**src/rtl/axis_fifo_pkg.sv**
```systemverilog
// Shared definitions for the AXI-S width-conversion FIFOs: read-unit state
// encodings, lane-count type and a constant log2 helper.
package axis_fifo_pkg;

    // Widest lane count supported (RATIO up to 64).
    localparam int LANE_CNT_MAX_W = 6;

    typedef logic [LANE_CNT_MAX_W-1:0] lane_cnt_t;

    typedef enum logic [0:0] {
        READ_IDLE = 1'b0,
        READ_BUSY = 1'b1
    } read_state_e;

    function automatic int clog2(input int value);
        int r;
        r = 0;
        for (int i = 0; i < 31; i++) begin
            if ((1 << i) < value) begin
                r = i + 1;
            end
        end
        return r;
    endfunction

endpackage

```
**src/rtl/fifo_nto1_packet_unpack.sv**
```systemverilog
// nto1_unpack: holds one wide entry and emits its lanes 0..count one per
// accepted cycle, reloading from the prefetch register without a bubble.
module nto1_unpack
    import axis_fifo_pkg::*;
#(
    parameter int WIDTH = 8,
    parameter int RATIO = 16,
    parameter int CBITS = 4
) (
    input  logic                   clock,
    input  logic                   reset,
    input  logic                   pf_vld_i,
    input  logic                   pf_last_i,
    input  logic [CBITS-1:0]       pf_count_i,
    input  logic [WIDTH*RATIO-1:0] pf_data_i,
    output logic                   pf_take_o,
    output logic                   final_o,
    input  logic                   ready_i,
    output logic                   valid_o,
    output logic                   last_o,
    output logic [WIDTH-1:0]       data_o
);

    read_state_e              state_q, state_d;
    logic [CBITS-1:0]         lane_q, lane_d;
    logic [CBITS-1:0]         count_q, count_d;
    logic                     last_q, last_d;
    logic [WIDTH*RATIO-1:0]   data_q, data_d;
    logic                     at_end;

    assign at_end = (lane_q == count_q);

    always_comb begin
        state_d   = state_q;
        lane_d    = lane_q;
        count_d   = count_q;
        last_d    = last_q;
        data_d    = data_q;
        pf_take_o = 1'b0;
        final_o   = 1'b0;

        if (state_q == READ_IDLE) begin
            if (pf_vld_i) begin
                pf_take_o = 1'b1;
                state_d   = READ_BUSY;
            end
        end else if (ready_i) begin
            if (at_end) begin
                final_o = 1'b1;
                if (pf_vld_i) begin
                    pf_take_o = 1'b1;
                end else begin
                    state_d = READ_IDLE;
                end
            end else begin
                lane_d = lane_q + CBITS'(1);
                // Lane 0 always sits in the low bits; shift the next one down.
                data_d = data_q >> WIDTH;
            end
        end

        if (pf_take_o) begin
            lane_d  = '0;
            count_d = pf_count_i;
            last_d  = pf_last_i;
            data_d  = pf_data_i;
        end
    end

    always_ff @(posedge clock) begin
        if (reset) begin
            state_q <= READ_IDLE;
            lane_q  <= '0;
        end else begin
            state_q <= state_d;
            lane_q  <= lane_d;
        end
    end

    always_ff @(posedge clock) begin
        count_q <= count_d;
        last_q  <= last_d;
        data_q  <= data_d;
    end

    assign valid_o = (state_q == READ_BUSY);
    assign last_o  = valid_o && last_q && at_end;
    assign data_o  = valid_o ? data_q[WIDTH-1:0] : '0;

endmodule

```
**src/rtl/fifo_nto1_packet.sv**
```systemverilog
// Wide-to-narrow packet FIFO: RATIO-lane entries with lane count and EOP flag,
// emitted one lane per cycle. Define FIFO_NTO1_LEVEL_EN to add level_o.
module fifo_nto1_packet
    import axis_fifo_pkg::*;
#(
    parameter  int WIDTH = 8,
    parameter  int RATIO = 16,
    parameter  int ABITS = 4,
    localparam int CBITS = clog2(RATIO)
) (
    input  logic                   clock,
    input  logic                   reset,
    input  logic                   valid_i,
    output logic                   ready_o,
    input  logic                   last_i,
    input  logic [CBITS-1:0]       count_i,
    input  logic [WIDTH*RATIO-1:0] data_i,
    output logic                   valid_o,
    input  logic                   ready_i,
    output logic                   last_o,
    output logic [WIDTH-1:0]       data_o
`ifdef FIFO_NTO1_LEVEL_EN
    ,
    output logic [ABITS:0]         level_o
`endif
);

    localparam int DEPTH = 1 << ABITS;
    localparam int DW    = WIDTH * RATIO;
    localparam int EW    = 1 + CBITS + DW;
    localparam logic [ABITS:0] FULL_LEVEL = (ABITS+1)'(DEPTH);

    logic [EW-1:0]  mem_q [DEPTH];
    logic [ABITS:0] wptr_q, wptr_d;
    logic [ABITS:0] rptr_q, rptr_d;
    logic [ABITS:0] fptr_q, fptr_d;
    logic [ABITS:0] used_d;
    logic           ready_q, ready_d;
    logic [EW-1:0]  pf_entry_q;
    logic           pf_vld_q, pf_vld_d;
    logic           wr_en, rd_en, empty;
    logic           pf_take, final_xfer;

    assign wr_en = valid_i && ready_q;
    assign empty = (rptr_q == wptr_q);
    assign rd_en = !empty && (!pf_vld_q || pf_take);

    // fptr trails rptr: a slot stays occupied until its last lane is
    // transferred, so entries in prefetch and unpack still count as stored.
    always_comb begin
        wptr_d   = wptr_q + (ABITS+1)'(wr_en);
        rptr_d   = rptr_q + (ABITS+1)'(rd_en);
        fptr_d   = fptr_q + (ABITS+1)'(final_xfer);
        pf_vld_d = pf_vld_q;
        if (rd_en) begin
            pf_vld_d = 1'b1;
        end else if (pf_take) begin
            pf_vld_d = 1'b0;
        end
        used_d  = wptr_d - fptr_d;
        ready_d = (used_d != FULL_LEVEL);
    end

    always_ff @(posedge clock) begin
        if (reset) begin
            wptr_q   <= '0;
            rptr_q   <= '0;
            fptr_q   <= '0;
            ready_q  <= 1'b0;
            pf_vld_q <= 1'b0;
        end else begin
            wptr_q   <= wptr_d;
            rptr_q   <= rptr_d;
            fptr_q   <= fptr_d;
            ready_q  <= ready_d;
            pf_vld_q <= pf_vld_d;
        end
    end

    always_ff @(posedge clock) begin
        if (wr_en) begin
            mem_q[wptr_q[ABITS-1:0]] <= {last_i, count_i, data_i};
        end
    end

    always_ff @(posedge clock) begin
        if (rd_en) begin
            pf_entry_q <= mem_q[rptr_q[ABITS-1:0]];
        end
    end

    assign ready_o = ready_q;

    nto1_unpack #(
        .WIDTH (WIDTH),
        .RATIO (RATIO),
        .CBITS (CBITS)
    ) u_unpack (
        .clock      (clock),
        .reset      (reset),
        .pf_vld_i   (pf_vld_q),
        .pf_last_i  (pf_entry_q[EW-1]),
        .pf_count_i (pf_entry_q[DW +: CBITS]),
        .pf_data_i  (pf_entry_q[DW-1:0]),
        .pf_take_o  (pf_take),
        .final_o    (final_xfer),
        .ready_i    (ready_i),
        .valid_o    (valid_o),
        .last_o     (last_o),
        .data_o     (data_o)
    );

`ifdef FIFO_NTO1_LEVEL_EN
    logic [ABITS:0] level_q;

    always_ff @(posedge clock) begin
        if (reset) begin
            level_q <= '0;
        end else begin
            level_q <= used_d;
        end
    end

    assign level_o = level_q;
`endif

endmodule

```
**config.mk**
```make
export PLATFORM = sky130hd
export DESIGN_NAME = fifo_nto1_packet
export DESIGN_NICKNAME = d
export VERILOG_FILES = /design/src/rtl/axis_fifo_pkg.sv /design/src/rtl/fifo_nto1_packet_unpack.sv /design/src/rtl/fifo_nto1_packet.sv
export SDC_FILE = /design/constraint.sdc
export NUM_CORES = 2
export LEC_CHECK = 0
export CORE_UTILIZATION = 40
export DETAILED_ROUTE_END_ITERATION = 8
export SETUP_SLACK_MARGIN = 0.1
export SLEW_MARGIN = 25
export SYNTH_ARGS = -nofsm -noshare
export SYNTH_HDL_FRONTEND = slang
export SYNTH_SLANG_ARGS = --single-unit
```
**constraint.sdc**
```tcl
create_clock -name clock -period 28.5 [get_ports clock]
set_input_delay 7.125 -clock clock [delete_from_list [all_inputs] [get_ports clock]]
set_output_delay 7.125 -clock clock [all_outputs]
set_load 0.05 [all_outputs]
```
==> summary.md <==
| Metric | Value |
|---|---|
| Status | complete, but fails checks |
| Failing checks | design-rule violations |
| Largest net degree at the start of global routing | 135 |
| Post-Synthesis Cells | 3661 |
| Leak Pwr | 31.10 nW |
| Routed vias/inst | 5.488 |
| Clock-pin slew on the worst setup and hold paths | 0.06 ns |
| Global-route wire length before repair | 293000 um |
| Final-layout fill cell count | 18378 |
| Vias in the first global route | 40959 |
| Tmin final | 10.64 ns |
| RSZ-0062 raised after global routing | false |
| Skew-Pair Late Insertion Delay | 0.88 ns |
| Final net count | 4081 |
| Post_cts resized | 0 |
| CP endpoint kind | register |
| Synth unique cells | 38 |
| Final setup fails | 0 |
| Fmax | 94.02 MHz |
| Fin crit share | 37.32% |
| Psw | 2.106 mW |
| Rel. slew slack | 26.78% |
| CP max FO | 46 |
| PortBufs | 147 |
| Root Driver | clkbuf_16 |
| Clock power frac | 35.8% |
| Area grow syn2layout | 14.42% |
| Core area | 225100 um2 |
| Int Pwr | 6.599 mW |
| Hold Path Class | reg2reg |
| Layout cells sized above 1 | 27.42% |
| Final Instance Area | 103800 um2 |
| Global Route Usage Sum | 17.70% |
| Sequential area share after synthesis | 79.72% |
| Die span in y | 478.3 um |
| Post-route setup TNS | 0 ns |
| Total routed wirelength | 201100 um |
| Setup bufs post-CTS | 0 |
| Syn_nets | 3808 |
| Syn avg cell area | 24.78 um2 |
| Ys flop type | edfxtp_1 |
| Crit path kind | in2reg |
| Nature of the critical path startpoint | input port |
| Part of the power in registers | 49.5% |
| P per Cell Area | 83.85 nW/um2 |
| Fin. Hold Viols | 0 |
| Post-DR wirelength/cell | 28.16 um |
| Sw Share | 24.19% |
| I/O pin cnt | 148 |
| H-tree depth | 4 |
| Remaining antenna violation count | 0 |
| Combinational share of power | 14.7% |
| Die Area | 228700 um2 |
| Clock tree sinks | 2416 |
| Skew final | 0.04585 ns |
| CTS buffer count | 237 |
| Peak supply drop | 70.16 uV |
| Gpl congestion | 0.7179 |
| Worst EP arrival | 11.10 ns |
| CTS tree | done |
| Die width | 478.3 um |
| DRC violations left | 16 |
| Yosys reg bits | 2416 |
| Hpwl dp | 103100 um |
| Grt ovf | 0 |
| Final Slew Violations | 0 |
| Number of flops mapped to enable cells by yosys | 2394 |
| Placed instance area | 95940 um2 |
| CP required | 28.97 ns |
| Antenna violations before repair | 40 |
| Slew at the pin closest to its max-slew limit | 1.098 ns |
| Max Cap Viol | 0 |
| Row count | 174 |
| Hold bufs inserted after CTS | 0 |
| Number of synthesis warnings | 0 |
| Vias post-DR | 39193 |
| Mapped Area | 90730 um2 |
| TritonRoute pass-1 iters | 9 |
| Async SR Flop Fraction | 0% |
| Starting Density | 40.31% |
| Clk buf depth | 3 |
| DRT iter0 DRCs | 3776 |
==> per-stage QoR <==
step	util, %	hold slack [ns]	std cells	setup WS, ns	total power, mW
after floorplan	-	0.4003	3661	10.84	5.295
after global placement	42.59	0.4020	6683	16.91	5.682
after detailed placement	42.62	0.4063	6685	16.92	5.693
after CTS	46.09	0.4216	7129	17.84	8.810
after global routing	46.11	0.4290	7133	17.70	9.014
final	46.12	0.4202	7141	17.86	8.705
==> Yosys cell counts (23+ instances only) <==
library cell / count / area, um2
a211oi_1: 47 / 352.8
mux4_2: 618 / 13920
nor2b_1: 54 / 337.8
mux2_2: 87 / 979.7
buf_2: 72 / 360.4
mux2_1: 33 / 371.6
edfxtp_1: 2394 / 71890
buf_1: 23 / 86.33
mux2i_1: 48 / 480.5
clkbuf_1: 70 / 262.8
a21oi_1: 49 / 245.2
nor2_1: 24 / 90.09
==> power groups by stage <==
stage | Combinational [mW] | Sequential, mW | Clock (mW)
floorplan | 0.959 | 4.34 | 0
global placement | 1.30 | 4.39 | 0
detailed placement | 1.31 | 4.39 | 0
CTS | 1.31 | 4.31 | 3.18
global route | 1.38 | 4.33 | 3.31
finish | 1.28 | 4.31 | 3.12
==> registers in the layout, indices dropped and copies added (netlist names) <==
signal and count:
mem_q 2128, pf_entry_q 133, u_unpack.data_q 128, fptr_q 5
rptr_q 5, wptr_q 5, u_unpack.count_q 4, u_unpack.lane_q 4
pf_vld_q 1, ready_o 1, u_unpack.last_q 1, u_unpack.valid_o 1
==> cell families (layout without fill, tap and decap cells) <==
| family | after synthesis | in the layout | synth area share, % |
|---|---|---|---|
| xor gates and xnor gates | 24 | 24 | 0.2317 |
| and+or+nand+nor | 131 | 131 | 0.8095 |
| muxes | 786 | 786 | 17.36 |
| buffers and inverters | 190 | 668 | 1.018 |
| DFF | 2416 | 2416 | 79.72 |
| adders and majority gates | 10 | 10 | 0.1379 |
| AOI/OAI and AO/OA | 104 | 104 | 0.7295 |
| other | 0 | 10 | 0 |
==> critical path: stages <==
cell and delay (ns):
clkdlybuf4s50_1 0.45, and2_1 0.31, or3b_2 0.61, nor2_4 0.13, buf_4 0.65, buf_4 0.86
buf_4 0.83
==> metal layers <==
metal	up-vias	GRT usage [%]	wire [um]
met3	273	2.930	11160
met1	21499	25.31	88180
li1	16297	-	-
met4	20	4.122	3513
met2	1104	28.52	98150
met5	-	0	111
==> layout make-up <==
| type | instances | area [um2] | area share, % |
|---|---|---|---|
| antenna | 10 | 25.02 | 0.02410 |
| clock buffer | 290 | 6130 | 5.904 |
| clock inverter | 154 | 1682 | 1.620 |
| inverter | 4 | 15.01 | 0.01446 |
| multi-input combinational | 1055 | 17610 | 16.97 |
| sequential | 2416 | 72340 | 69.68 |
| tap | 2992 | 3744 | 3.606 |
| timing repair buffer | 220 | 2267 | 2.184 |
==> final timing paths <==
check / start / end / slack [ns] / cells past startpoint
max reg2reg: rptr_q[0]$_SDFF_PP0_ / pf_entry_q[45]$_DFFE_PP_ / 23.23 / 8
max: valid_i / mem_q[12][29]$_DFFE_PP_ / 17.86 / 7
min: pf_entry_q[130]$_DFFE_PP_ / u_unpack.count_q[2]$_DFFE_PP_ / 0.42 / 0
min reg2reg: pf_entry_q[130]$_DFFE_PP_ / u_unpack.count_q[2]$_DFFE_PP_ / 0.42 / 0
==> layout by cell type (no fill, tap or decap), types with 13 or more instances in the layout <==
cell,count
a211oi_1,47
a21oi_1,48
and2_1,17
buf_12,15
buf_4,55
bufinv_16,27
clkbuf_1,53
clkbuf_16,237
clkdlybuf4s50_1,147
clkinv_1,61
clkinv_2,39
dfxtp_1,18
edfxtp_1,2394
mux2_1,33
mux2_2,87
mux2i_1,48
mux4_2,618
nor2b_1,53
xnor2_1,13
Power figures use the tool's default switching activity.
